===== config.mk =====
export PLATFORM = sky130hd
export DESIGN_NAME = multicycle_controller
export DESIGN_NICKNAME = d
export VERILOG_FILES = /design/src/rtl/cpu_defs_pkg.sv /design/src/rtl/ctrl_decode.sv /design/src/rtl/multicycle_controller.sv
export SDC_FILE = /design/constraint.sdc
export NUM_CORES = 1
export LEC_CHECK = 0
export CAP_MARGIN = 40
export CORE_MARGIN = 8
export CORE_UTILIZATION = 38
export DETAILED_ROUTE_END_ITERATION = 8
export GPL_TIMING_DRIVEN = 0
export HOLD_SLACK_MARGIN = 0.15
export PLACE_DENSITY_LB_ADDON = 0.05
export SLEW_MARGIN = 20
export SYNTH_ARGS = -nofsm -noshare
export SYNTH_HDL_FRONTEND = slang
export SYNTH_SLANG_ARGS = --single-unit

===== constraint.sdc =====
create_clock -name clk -period 3.4 [get_ports clk]
set_clock_uncertainty 0.2 [all_clocks]
set_input_delay 0.68 -clock clk [delete_from_list [all_inputs] [get_ports clk]]
set_output_delay 0.68 -clock clk [all_outputs]
set_load 0.005 [all_outputs]

===== src/rtl/cpu_defs_pkg.sv =====
// Shared definitions for the multi-cycle MIPS-subset CPU: opcodes, funct codes,
// datapath select encodings, FSM states and the decoder result payload.
package cpu_defs_pkg;

  localparam int unsigned ALU_W   = 3;
  localparam int unsigned STATE_W = 3;
  localparam int unsigned OP_W    = 6;

  localparam logic [OP_W-1:0] OP_RTYPE = 6'h00;
  localparam logic [OP_W-1:0] OP_J     = 6'h02;
  localparam logic [OP_W-1:0] OP_JAL   = 6'h03;
  localparam logic [OP_W-1:0] OP_BNE   = 6'h05;
  localparam logic [OP_W-1:0] OP_ADDI  = 6'h08;
  localparam logic [OP_W-1:0] OP_XORI  = 6'h0E;
  localparam logic [OP_W-1:0] OP_LW    = 6'h23;
  localparam logic [OP_W-1:0] OP_SW    = 6'h2B;

  localparam logic [OP_W-1:0] FN_JR  = 6'h08;
  localparam logic [OP_W-1:0] FN_ADD = 6'h20;
  localparam logic [OP_W-1:0] FN_SUB = 6'h22;
  localparam logic [OP_W-1:0] FN_SLT = 6'h2A;

  localparam logic [1:0] PC_PLUS4  = 2'd0;
  localparam logic [1:0] PC_BRANCH = 2'd1;
  localparam logic [1:0] PC_JUMP   = 2'd2;
  localparam logic [1:0] PC_RS     = 2'd3;

  localparam logic [1:0] RD_RT = 2'd0;
  localparam logic [1:0] RD_RD = 2'd1;
  localparam logic [1:0] RD_RA = 2'd2;

  localparam logic [1:0] WD_ALU = 2'd0;
  localparam logic [1:0] WD_MEM = 2'd1;
  localparam logic [1:0] WD_PC4 = 2'd2;

  typedef enum logic [ALU_W-1:0] {
    ALU_ADD = 3'b000,
    ALU_SUB = 3'b001,
    ALU_XOR = 3'b010,
    ALU_SLT = 3'b011
  } alu_ctrl_e;

  typedef enum logic [STATE_W-1:0] {
    S_FETCH  = 3'd0,
    S_DECODE = 3'd1,
    S_EXEC   = 3'd2,
    S_MEM    = 3'd3,
    S_WB     = 3'd4,
    S_HALT   = 3'd5
  } state_e;

  typedef enum logic [3:0] {
    CLS_RALU, CLS_ADDI, CLS_XORI, CLS_LW, CLS_SW,
    CLS_BNE, CLS_J, CLS_JAL, CLS_JR, CLS_ILL
  } instr_cls_e;

  typedef struct packed {
    instr_cls_e cls;
    alu_ctrl_e  alu;
    logic       illegal;
  } dec_t;

endpackage


===== src/rtl/ctrl_decode.sv =====
// Combinational opcode/funct decoder: instruction class, EXEC-cycle ALU operation
// and illegal-instruction flag.
module ctrl_decode
  import cpu_defs_pkg::*;
(
  input  logic [OP_W-1:0] opcode,
  input  logic [OP_W-1:0] funct,
  output dec_t            dec_c
);

  always_comb begin
    dec_c.cls     = CLS_ILL;
    dec_c.alu     = ALU_ADD;
    dec_c.illegal = 1'b0;
    case (opcode)
      OP_RTYPE: begin
        case (funct)
          FN_ADD:  dec_c.cls = CLS_RALU;
          FN_SUB:  begin dec_c.cls = CLS_RALU; dec_c.alu = ALU_SUB; end
          FN_SLT:  begin dec_c.cls = CLS_RALU; dec_c.alu = ALU_SLT; end
          FN_JR:   dec_c.cls = CLS_JR;
          default: dec_c.cls = CLS_ILL;
        endcase
      end
      OP_J:    dec_c.cls = CLS_J;
      OP_JAL:  dec_c.cls = CLS_JAL;
      OP_BNE:  begin dec_c.cls = CLS_BNE; dec_c.alu = ALU_SUB; end
      OP_ADDI: dec_c.cls = CLS_ADDI;
      OP_XORI: begin dec_c.cls = CLS_XORI; dec_c.alu = ALU_XOR; end
      OP_LW:   dec_c.cls = CLS_LW;
      OP_SW:   dec_c.cls = CLS_SW;
      default: dec_c.cls = CLS_ILL;
    endcase
    dec_c.illegal = (dec_c.cls == CLS_ILL);
  end

endmodule


===== src/rtl/multicycle_controller.sv =====
// Multi-cycle control FSM sequencing FETCH/DECODE/EXEC/MEM/WB over one shared memory port.
// Optional PERF_CNT_EN adds cycle and retired-instruction counters.
module multicycle_controller
  import cpu_defs_pkg::*;
(
  input  logic               clk,
  input  logic               rst_n,
  input  logic [OP_W-1:0]    opcode,
  input  logic [OP_W-1:0]    funct,
  input  logic               alu_zero,
  input  logic               mem_ready,
  output logic               mem_req,
  output logic               mem_wr,
  output logic               mem_src,
  output logic               ir_wr,
  output logic               pc_wr,
  output logic [1:0]         pc_src,
  output logic [ALU_W-1:0]   alu_ctrl,
  output logic               alu_src,
  output logic [1:0]         reg_dst,
  output logic               reg_wr,
  output logic [1:0]         mem_to_reg,
  output logic               illegal,
  output logic [STATE_W-1:0] dbg_state
`ifdef PERF_CNT_EN
  ,
  output logic [31:0]        cyc_cnt,
  output logic [31:0]        instr_cnt
`endif
);

  state_e state_q, state_d;
  logic   illegal_q, illegal_d;
  logic   run_q, run_d;
  dec_t   dec;

  ctrl_decode u_dec (
    .opcode (opcode),
    .funct  (funct),
    .dec_c  (dec)
  );

  // run_q keeps FETCH quiet during reset and for the release edge
  always_ff @(posedge clk or negedge rst_n) begin
    if (!rst_n) begin
      state_q   <= S_FETCH;
      illegal_q <= 1'b0;
      run_q     <= 1'b0;
    end else begin
      state_q   <= state_d;
      illegal_q <= illegal_d;
      run_q     <= run_d;
    end
  end

  always_comb begin
    state_d    = state_q;
    illegal_d  = illegal_q;
    run_d      = 1'b1;
    mem_req    = 1'b0;
    mem_wr     = 1'b0;
    mem_src    = 1'b0;
    ir_wr      = 1'b0;
    pc_wr      = 1'b0;
    pc_src     = PC_PLUS4;
    alu_ctrl   = ALU_ADD;
    alu_src    = 1'b0;
    reg_dst    = RD_RT;
    reg_wr     = 1'b0;
    mem_to_reg = WD_ALU;
    case (state_q)
      S_FETCH: begin
        if (run_q) begin
          mem_req = 1'b1;
          if (mem_ready) begin
            ir_wr   = 1'b1;
            pc_wr   = 1'b1;
            state_d = S_DECODE;
          end
        end
      end
      S_DECODE: begin
        if (dec.illegal) begin
          illegal_d = 1'b1;
          state_d   = S_HALT;
        end else begin
          case (dec.cls)
            CLS_J:   begin pc_wr = 1'b1; pc_src = PC_JUMP; state_d = S_FETCH; end
            CLS_JR:  begin pc_wr = 1'b1; pc_src = PC_RS;   state_d = S_FETCH; end
            CLS_JAL: begin
              pc_wr      = 1'b1;
              pc_src     = PC_JUMP;
              reg_wr     = 1'b1;
              reg_dst    = RD_RA;
              mem_to_reg = WD_PC4;
              state_d    = S_FETCH;
            end
            default: state_d = S_EXEC;
          endcase
        end
      end
      S_EXEC: begin
        alu_ctrl = dec.alu;
        alu_src  = (dec.cls inside {CLS_ADDI, CLS_XORI, CLS_LW, CLS_SW});
        case (dec.cls)
          CLS_RALU, CLS_ADDI, CLS_XORI: state_d = S_WB;
          CLS_LW, CLS_SW:               state_d = S_MEM;
          CLS_BNE: begin
            pc_wr   = !alu_zero;
            pc_src  = PC_BRANCH;
            state_d = S_FETCH;
          end
          default: state_d = S_HALT;
        endcase
      end
      S_MEM: begin
        mem_req = 1'b1;
        mem_src = 1'b1;
        mem_wr  = (dec.cls == CLS_SW);
        if (mem_ready) state_d = (dec.cls == CLS_SW) ? S_FETCH : S_WB;
      end
      S_WB: begin
        reg_wr     = 1'b1;
        reg_dst    = (dec.cls == CLS_RALU) ? RD_RD : RD_RT;
        mem_to_reg = (dec.cls == CLS_LW) ? WD_MEM : WD_ALU;
        state_d    = S_FETCH;
      end
      S_HALT:  state_d = S_HALT;
      default: state_d = S_HALT;
    endcase
  end

  assign illegal   = illegal_q;
  assign dbg_state = state_q;

`ifdef PERF_CNT_EN
  logic [31:0] cyc_cnt_q, cyc_cnt_d, instr_cnt_q, instr_cnt_d;
  logic        retire_c;

  // an instruction retires whenever the FSM re-enters FETCH
  assign retire_c = (state_q != S_FETCH) && (state_d == S_FETCH);

  always_comb begin
    cyc_cnt_d   = cyc_cnt_q + 32'd1;
    instr_cnt_d = instr_cnt_q + 32'(retire_c);
  end

  always_ff @(posedge clk or negedge rst_n) begin
    if (!rst_n) begin
      cyc_cnt_q   <= 32'd0;
      instr_cnt_q <= 32'd0;
    end else begin
      cyc_cnt_q   <= cyc_cnt_d;
      instr_cnt_q <= instr_cnt_d;
    end
  end

  assign cyc_cnt   = cyc_cnt_q;
  assign instr_cnt = instr_cnt_q;
`endif

endmodule


# Word level (Yosys, flattened, before mapping)

Index checks and enable logic that the tools add are counted.

Equal/unequal tests: 27
Mux-type cells: 38
Reduce and logical (&&, ||, !) cells: 12

Operator list:

| cell                                           | count |
|---|---|
| one-hot mux 4 bit (8 select lines)             | 1 |
| == test 6 bit (second input constant)          | 5 |
| one-hot mux 2 bit (2 select lines)             | 5 |
| == test 6 x 4 -> 1 bit (second input constant) | 3 |
| 2-to-1 mux 3 bit                               | 6 |
| == test 4 x 3 -> 1 bit (second input constant) | 4 |
| 2-to-1 mux 1 bit                               | 15 |
| one-hot mux 3 bit (5 select lines)             | 1 |
| == test 6 x 2 -> 1 bit (second input constant) | 2 |
| one-hot mux 3 bit (3 select lines)             | 1 |
| OR reduction 3 bit                             | 3 |
| == test 4 x 2 -> 1 bit (second input constant) | 2 |
| == test 4 bit (second input constant)          | 2 |
| 2-to-1 mux 2 bit                               | 4 |
| one-hot mux 4 bit (2 select lines)             | 1 |
| == test 3 x 2 -> 1 bit (second input constant) | 2 |
| == test 6 x 3 -> 1 bit (second input constant) | 1 |
| zero test 6 bit                                | 1 |
| != test 2 bit (second input constant)          | 3 |
| one-hot mux 2 bit (3 select lines)             | 1 |
| == test 4 x 1 -> 1 bit (second input constant) | 1 |
| zero test 4 bit                                | 1 |
| one-hot mux 1 bit (2 select lines)             | 2 |
| nonzero test 4 bit                             | 1 |
| other kinds (8)                                | 9 |

Flip-flop bits (word level): 5
Input bits: 16
Output and inout bits: 20
Logic and storage cells: 80

# Longest topological paths before layout

Gate-level depths: netlist of run 1.

Depth after elaboration: 9
Depth in mapped cells: 7
Gate-level depth less buffers: 6

# Cells and area by module

From an unflattened synthesis of run 1, not the netlist that was laid out.

Cells, all modules: 122
Area, all modules: 959.7 µm²

Modules (own cells, without submodules):

| module                | instances | cells an instance | area an instance (µm²) | sequential area each (µm²) |
|---|---|---|---|---|
| multicycle_controller | 1         | 71                | 578.1                  | 125.1 |
| ctrl_decode           | 1         | 51                | 381.6                  | 0.0 |

# Worst setup path after synthesis of run 1

Ideal clock, no wire load.

Path type: input to output
Start point: in opcode[2]
End point: out reg_dst[0]
Arrival time: 2263 ps
Required time: 2520 ps
Path slack: 257 ps
Cell stages on the path: 6
Path buffers: 1
Cell sequence: buf_2 > or2_1 > a211o_1 > a211o_1 > or4_1 > nor2_1

Longest elaborated chain between the ends: 5
Elaborated cells between the ends (all ways): 14
Those cells by class: 8 x eq/ne; 4 x mux; 2 x reduce/logical

RTL lines:

| item                                                        | RTL line                                                  | RTL |
|---|---|---|
| from (decl)                                                 | multicycle_controller.sv:8                                | `input logic [OP_W-1:0] opcode,` |
| == test 6 bit, or another cell as far along                 | ctrl_decode.sv:15                                         | `case (opcode)` |
| one-hot mux 4 bit (8 select lines) *                        | ctrl_decode.sv:15                                         |  |
| == test 4 bit / zero test 4 bit (equally long branches)     | ctrl_decode.sv:34, multicycle_controller.sv:124           |  |
| 2-to-1 mux 2 bit / 2-to-1 mux 1 bit (equally long branches) | multicycle_controller.sv:83, multicycle_controller.sv:124 |  |
| one-hot mux 2 bit (2 select lines) *                        | multicycle_controller.sv:71                               | `case (state_q)` |
| to (decl)                                                   | multicycle_controller.sv:20                               | `output logic [1:0] reg_dst,` |

Mark *: on every way between the ends. The rest lies on a longest branch, timed or not.

# Worst setup path after layout of run 1

Same ends and word-level chain as after synthesis.

==> impl_metrics.csv, run 1 <==
group,metric,value,unit
run_status,outcome,"finished, final reports clean",
floorplan,fp.dieW,58.2,microns
min_path,min_path_cells,1,
place,postPlaceCellArea,1010,sq um
final_layout,drive_above_1_share,0.262,
setup_path,crit_family,"simple AND/OR/NAND/NOR gates",
yosys,ys_warn_count,0,
place,dp_hpwl,1.73,mm
sta,slew_headroom,0.661,
min_path,hold_path_end,"illegal",
sta,min_period,3330,ps
sta,final_hold_viol_count,0,
detailed_routing,dr_total_vias,889,
detailed_routing,drc,0,
detailed_routing,drt_iter0_drc,18,
detailed_routing,drt_first_pass_iters,4,
power,leakagePower,0.507,nW
cts,tritoncts,"done",
final_layout,area_delta_synth_final,70.6,%
yosys,synth.avg_cell_area,6.76,sq um
detailed_routing,totalWireLength,2.35,mm
grt,grt_start_max_net_pins,11,
sta,rsz0062_at_grt,"yes",
cts,insertion_delay,230,ps
yosys,synth_ff_type,"dfrtp_1",
grt,grt_pass1_vias,838,
final_layout,final_cell_mix,"12 x clkdlybuf4s50_1, 11 x nor2_1, 10 x buf_4",
setup_path,crit_buf_inv,2,
yosys,synth-async-reset-ratio,1.00,
setup_path,r2r_slack,1490,ps
sta,slew_violations,0,
setup_path,cp_slowest_stage_delay,520,ps
detailed_routing,wl_met1,1.01,mm
sta,fmax,300,MHz
cts,cts_buffers,3,
detailed_routing,route.top_layer_used,"met3",
yosys,synth_fp_nets,116,
detailed_routing,viasPerCell,5.36,
detailed_routing,wl_met2,1.10,mm
final_layout,stdcell_area,1150,sq um
run,cap_violations,0,
setup_path,reg2reg_depth,4,
final_layout,diodes,0,
final_layout,final_common_cell,"clkdlybuf4s50_1",
yosys,ys_types,40,
power,p_per_area,162,nW/um^2
detailed_routing,wl_per_cell,14.2,microns
setup_path,worstPathArrival,2450,ps
min_path,min-delay-start,"illegal",
floorplan,rows,15,
setup_path,cp-end-kind,"output pin",
floorplan,io_pins,36,
yosys,synth_area,676,sq um
detailed_routing,antenna_left,0,
setup_path,r2r_start,"dbg_state[2]",
setup_path,cp_max_fo,9,
final_layout,final_nets,158,
place,port_buffers,30,
sta,setup_violations,0,
floorplan,fp.dieArea,3380,sq um
cts,cts-root-buf,"clkbuf_4",
yosys,synth_edf_count,0,
setup_path,slowest_stage,"or4_1",
sta,fin_crit_sh,0.981,
cts,clock_sinks,5,
cts,ctsHoldBuffers,0,
setup_path,critical_path_depth,7,
cts,cts.path.max_buffers,2,
sta,tns,0,ps
grt,grt_antenna_before_repair,0,
grt,grt-ovfl-total,0,
setup_path,cp.required,2520,ps
yosys,synthCells,100,
setup_path,worstSetupPathType,"in -> out",
floorplan,die_y,58.2,microns
setup_path,r2r_end,"dbg_state[1]",
power,vdd_drop_max,264,uV
sta,worst_pin_slew,505,ps
yosys,synth_seq_area_share,0.185,
floorplan,core,1710,sq um
floorplan,initial_core_util,0.396,
cts,htreeDepth,1,
setup_path,cp-start-kind,"input pin",
cts,cts.clk_slew.worst_paths,40,ps
grt,grt_first_pass_wirelength,3.68,mm
yosys,ys_ff_latch,5,
detailed_routing,met3_wirelength,234,microns
min_path,hold_path_class,"reg -> reg",
setup_path,cp_cell_sequence,"buf_2, or2_4, a211o_1, a211o_1, or4_1, nor2_1, buf_2",
place,gp_congestion,0.892,
grt,grt_usage,0.132,
-- cells in the mapped netlist, types with 2 or more instances --
cell type  count  area share
dfrtp_1        5        0.19
xnor2_1        2       0.026
nand3_1        4       0.030
buf_2          3       0.022
conb_1         2       0.011
o21ai_0        3       0.022
or3_1          2       0.019
o21ai_1        2       0.015
a211oi_1       3       0.033
a21oi_1        7       0.052
buf_4          2       0.022
nand2_1        9       0.050
nand2b_1       4       0.037
nor2b_1        3       0.028
or2_2          3       0.028
nand4_1        2       0.019
a211o_1        2       0.026
nand3b_1       2       0.022
nor3_1         8       0.059
nor2_1        12       0.067
-- how the worst max path moves through the flow --
| stage | from | to | slack [ps] |
|---|---|---|---|
| 2_1_floorplan | opcode[2] | reg_dst[0] | 260 |
| 3_3_place_gp | opcode[0] | reg_dst[0] | -670 |
| 3_5_place_dp | opcode[5] | reg_dst[1] | -680 |
| 4_1_cts | funct[1] | reg_dst[0] | 20 |
| 5_1_grt | opcode[0] | reg_dst[0] | -30 |
| 6_report | opcode[2] | reg_dst[0] | 70 |
-- per-layer routing --
layer  vias up  global-route usage
met5         -                   0
met4         0              0.0315
met3         0              0.0397
met1       402               0.160
li1        449                   -
met2        38               0.220
-- flip-flops by register name (all words and copies together) (netlist names) --
name / count
dbg_state: 3
illegal: 1
run_q: 1
-- area by class of cell --
| cell class | instances | area, sq um |
|---|---|---|
| Multi-Input combinational cell | 87 | 576 |
| Fill cell | 157 | 556 |
| Timing Repair Buffer | 37 | 345 |
| Sequential cell | 5 | 125 |
| Buffer | 7 | 45.0 |
| Tap cell | 25 | 31.3 |
| Clock buffer | 4 | 26.3 |
| Inverter | 1 | 3.75 |
-- through the flow --
stage / setup WS, ps / cells / hold WS [ps] / utilization / power, mW
6_report: 65.8 / 166 / 279 / 0.675 / 0.187
5_1_grt: -34.7 / 166 / 297 / 0.675 / 0.195
4_1_cts: 21.1 / 164 / 280 / 0.646 / 0.186
3_5_place_dp: -678 / 155 / 268 / 0.590 / 0.112
3_3_place_gp: -671 / 155 / 273 / 0.590 / 0.111
2_1_floorplan: 257 / 100 / 184 / - / 0.0885
-- report_power, final --
group	internal [mW]	leakage, nW	total, mW	switching (mW)
Clock	0.0442	0.0150	0.0656	0.0214
Sequential	0.0614	0.0527	0.0622	0.000799
Combinational	0.0294	0.440	0.0593	0.0299
-- timing repair --
item,in CTS,in global routing
resized for setup,32,12
pin swaps,9,9
setup buffers,5,2
setup endpoints to repair,11,5
-- cell families (layout without fill, tap and decap cells) --
kind of cell,Yosys count,count (layout),synth area share
AND/OR/NAND/NOR,57,57,0.450
AO/OA/AOI/OAI,26,26,0.256
buffers and inverters,8,49,0.0722
flip-flops,5,5,0.185
other,2,2,0.0111
XOR/XNOR,2,2,0.0259
No activity file was read; power rests on OpenSTA's default activity.
==> inputs of run 2 (changes only) <==
- CTS_BUF_LIST: unset -> sky130_fd_sc_hd__clkbuf_4 sky130_fd_sc_hd__clkbuf_8 sky130_fd_sc_hd__clkbuf_16
==> run 2 against run 1 <==
Net effect:
- core utilization rose by 0.22 points
- flip-flop and latch count did not move
- critical path type unchanged
- via count fell by 0.11%
- register-to-register slack barely moved
- largest cell class unchanged
==> impl_metrics.csv, run 2 (synthesis gave the netlist of run 1 again) <==
group,metric,value,unit
run_status,outcome,"finished, final reports clean",
cts,tritoncts,"done",
setup_path,worstSetupPathType,"in -> out",
sta,setup_violations,0,
setup_path,cp-end-kind,"output pin",
final_layout,drive_above_1_share,0.270,
setup_path,cp-start-kind,"input pin",
setup_path,slowest_stage,"or4_1",
place,dp_hpwl,1.73,mm
final_layout,largest_reg_flops,3,
floorplan,initial_core_util,0.396,
min_path,min_path_cells,1,
cts,cts.clk_slew.worst_paths,40,ps
cts,clock_sinks,5,
grt,grt_first_pass_wirelength,3.68,mm
setup_path,r2r_slack,1490,ps
cts,insertion_delay,230,ps
floorplan,fp.dieArea,3380,sq um
sta,final_hold_viol_count,0,
floorplan,die_y,58.2,microns
floorplan,io_pins,36,
detailed_routing,dr_total_vias,888,
setup_path,r2r_end,"dbg_state[1]",
place,port_buffers,30,
grt,grt_antenna_before_repair,0,
setup_path,cp_max_fo,9,
min_path,min-delay-start,"illegal",
final_layout,final_cell_mix,"12 x clkdlybuf4s50_1, 11 x nor2_1, 10 x buf_4",
sta,fmax,300,MHz
cts,cts.path.max_buffers,2,
cts,cts-root-buf,"clkbuf_4",
detailed_routing,wl_per_cell,14.2,microns
setup_path,cp_slowest_stage_delay,520,ps
place,gp_congestion,0.892,
final_layout,area_delta_synth_final,71.1,%
place,postPlaceCellArea,1010,sq um
run,cap_violations,0,
power,p_per_area,169,nW/um^2
final_layout,regArea,125,sq um
detailed_routing,drc,0,
grt,grt_usage,0.132,
floorplan,core,1710,sq um
setup_path,r2r_start,"dbg_state[2]",
sta,slew_headroom,0.661,
power,power.total,195,uW
power,leakagePower,0.511,nW
sta,min_period,3330,ps
final_layout,final_common_cell,"clkdlybuf4s50_1",
final_layout,multi_input_area,576,sq um
sta,rsz0062_at_grt,"yes",
final_layout,stdcell_area,1160,sq um
sta,fin_crit_sh,0.981,
final_layout,fillers,157,
grt,grt_pass1_vias,838,
detailed_routing,drt_first_pass_iters,4,
min_path,hold_path_class,"reg -> reg",
final_layout,final_nets,158,
setup_path,cp.required,2520,ps
detailed_routing,totalWireLength,2.35,mm
setup_path,reg2reg_depth,4,
floorplan,rows,15,
setup_path,worstPathArrival,2450,ps
detailed_routing,antenna_left,0,
sta,worst_pin_slew,505,ps
sta,tns,0,ps
cts,cts_buffers,3,
setup_path,cp_cell_sequence,"buf_2, or2_4, a211o_1, a211o_1, or4_1, nor2_1, buf_2",
detailed_routing,viasPerCell,5.35,
power,vdd_drop_max,265,uV
floorplan,fp.dieW,58.2,microns
grt,grt_start_max_net_pins,11,
cts,ctsHoldBuffers,0,
grt,grt-ovfl-total,0,
final_layout,diodes,0,
sta,slew_violations,0,
cts,htreeDepth,1,
detailed_routing,drt_iter0_drc,18,
min_path,hold_path_end,"illegal",
run 2: cell type report:
| type | instances | share of cell area |
|---|---|---|
| buffer | 7 | 0.0390 |
| clock buffer | 4 | 0.0260 |
| inverter | 1 | 0.00325 |
| multi-input combinational | 87 | 0.498 |
| sequential | 5 | 0.108 |
| tap | 25 | 0.0271 |
| timing repair buffer | 37 | 0.299 |
run 2: worst max-delay path, delay by kind of cell:
kind            cells  cell delay, ps
simple gates        3             890
compound gates      2             610
buf+inv             2             270
run 2: routing by layer:
layer  global-route usage  part of all wire  vias to the layer above
li1                     -                 -                      448
met1                0.160              0.43                      402
met2                0.220              0.47                       38
met3               0.0397              0.10                        0
met4               0.0315                 0                        0
met5                    0                 0                        -
run 2: worst max-delay path by stage:
stage                 endpoint      start
floorplan           reg_dst[0]  opcode[2]
global placement    reg_dst[0]  opcode[0]
detailed placement  reg_dst[1]  opcode[5]
CTS                 reg_dst[0]   funct[1]
global route        reg_dst[0]  opcode[0]
finish              reg_dst[0]  opcode[2]
run 2: power breakdown:
part	switching (mW)	total (mW)	internal, mW
logic	0.0299	0.0593	0.0294
clock network	0.0212	0.0733	0.0521
registers	0.000799	0.0622	0.0614
total	0.0519	0.195	0.143
run 2: what timing repair did:
action	CTS	global route
buffers inserted	5	2
endpoints found under the hold margin	0	0
resized for setup	32	12
pin swaps	9	9
endpoints found under the setup margin	11	5
run 2: per-stage QoR:
step           worst slack (ps)  utilization  hold WS [ps]  cells
2_1_floorplan               257            -           184    100
3_3_place_gp               -671        0.590           273    155
3_5_place_dp               -678        0.590           268    155
4_1_cts                    21.1        0.648           280    164
5_1_grt                   -34.7        0.677           297    166
6_report                   65.8        0.677           279    166
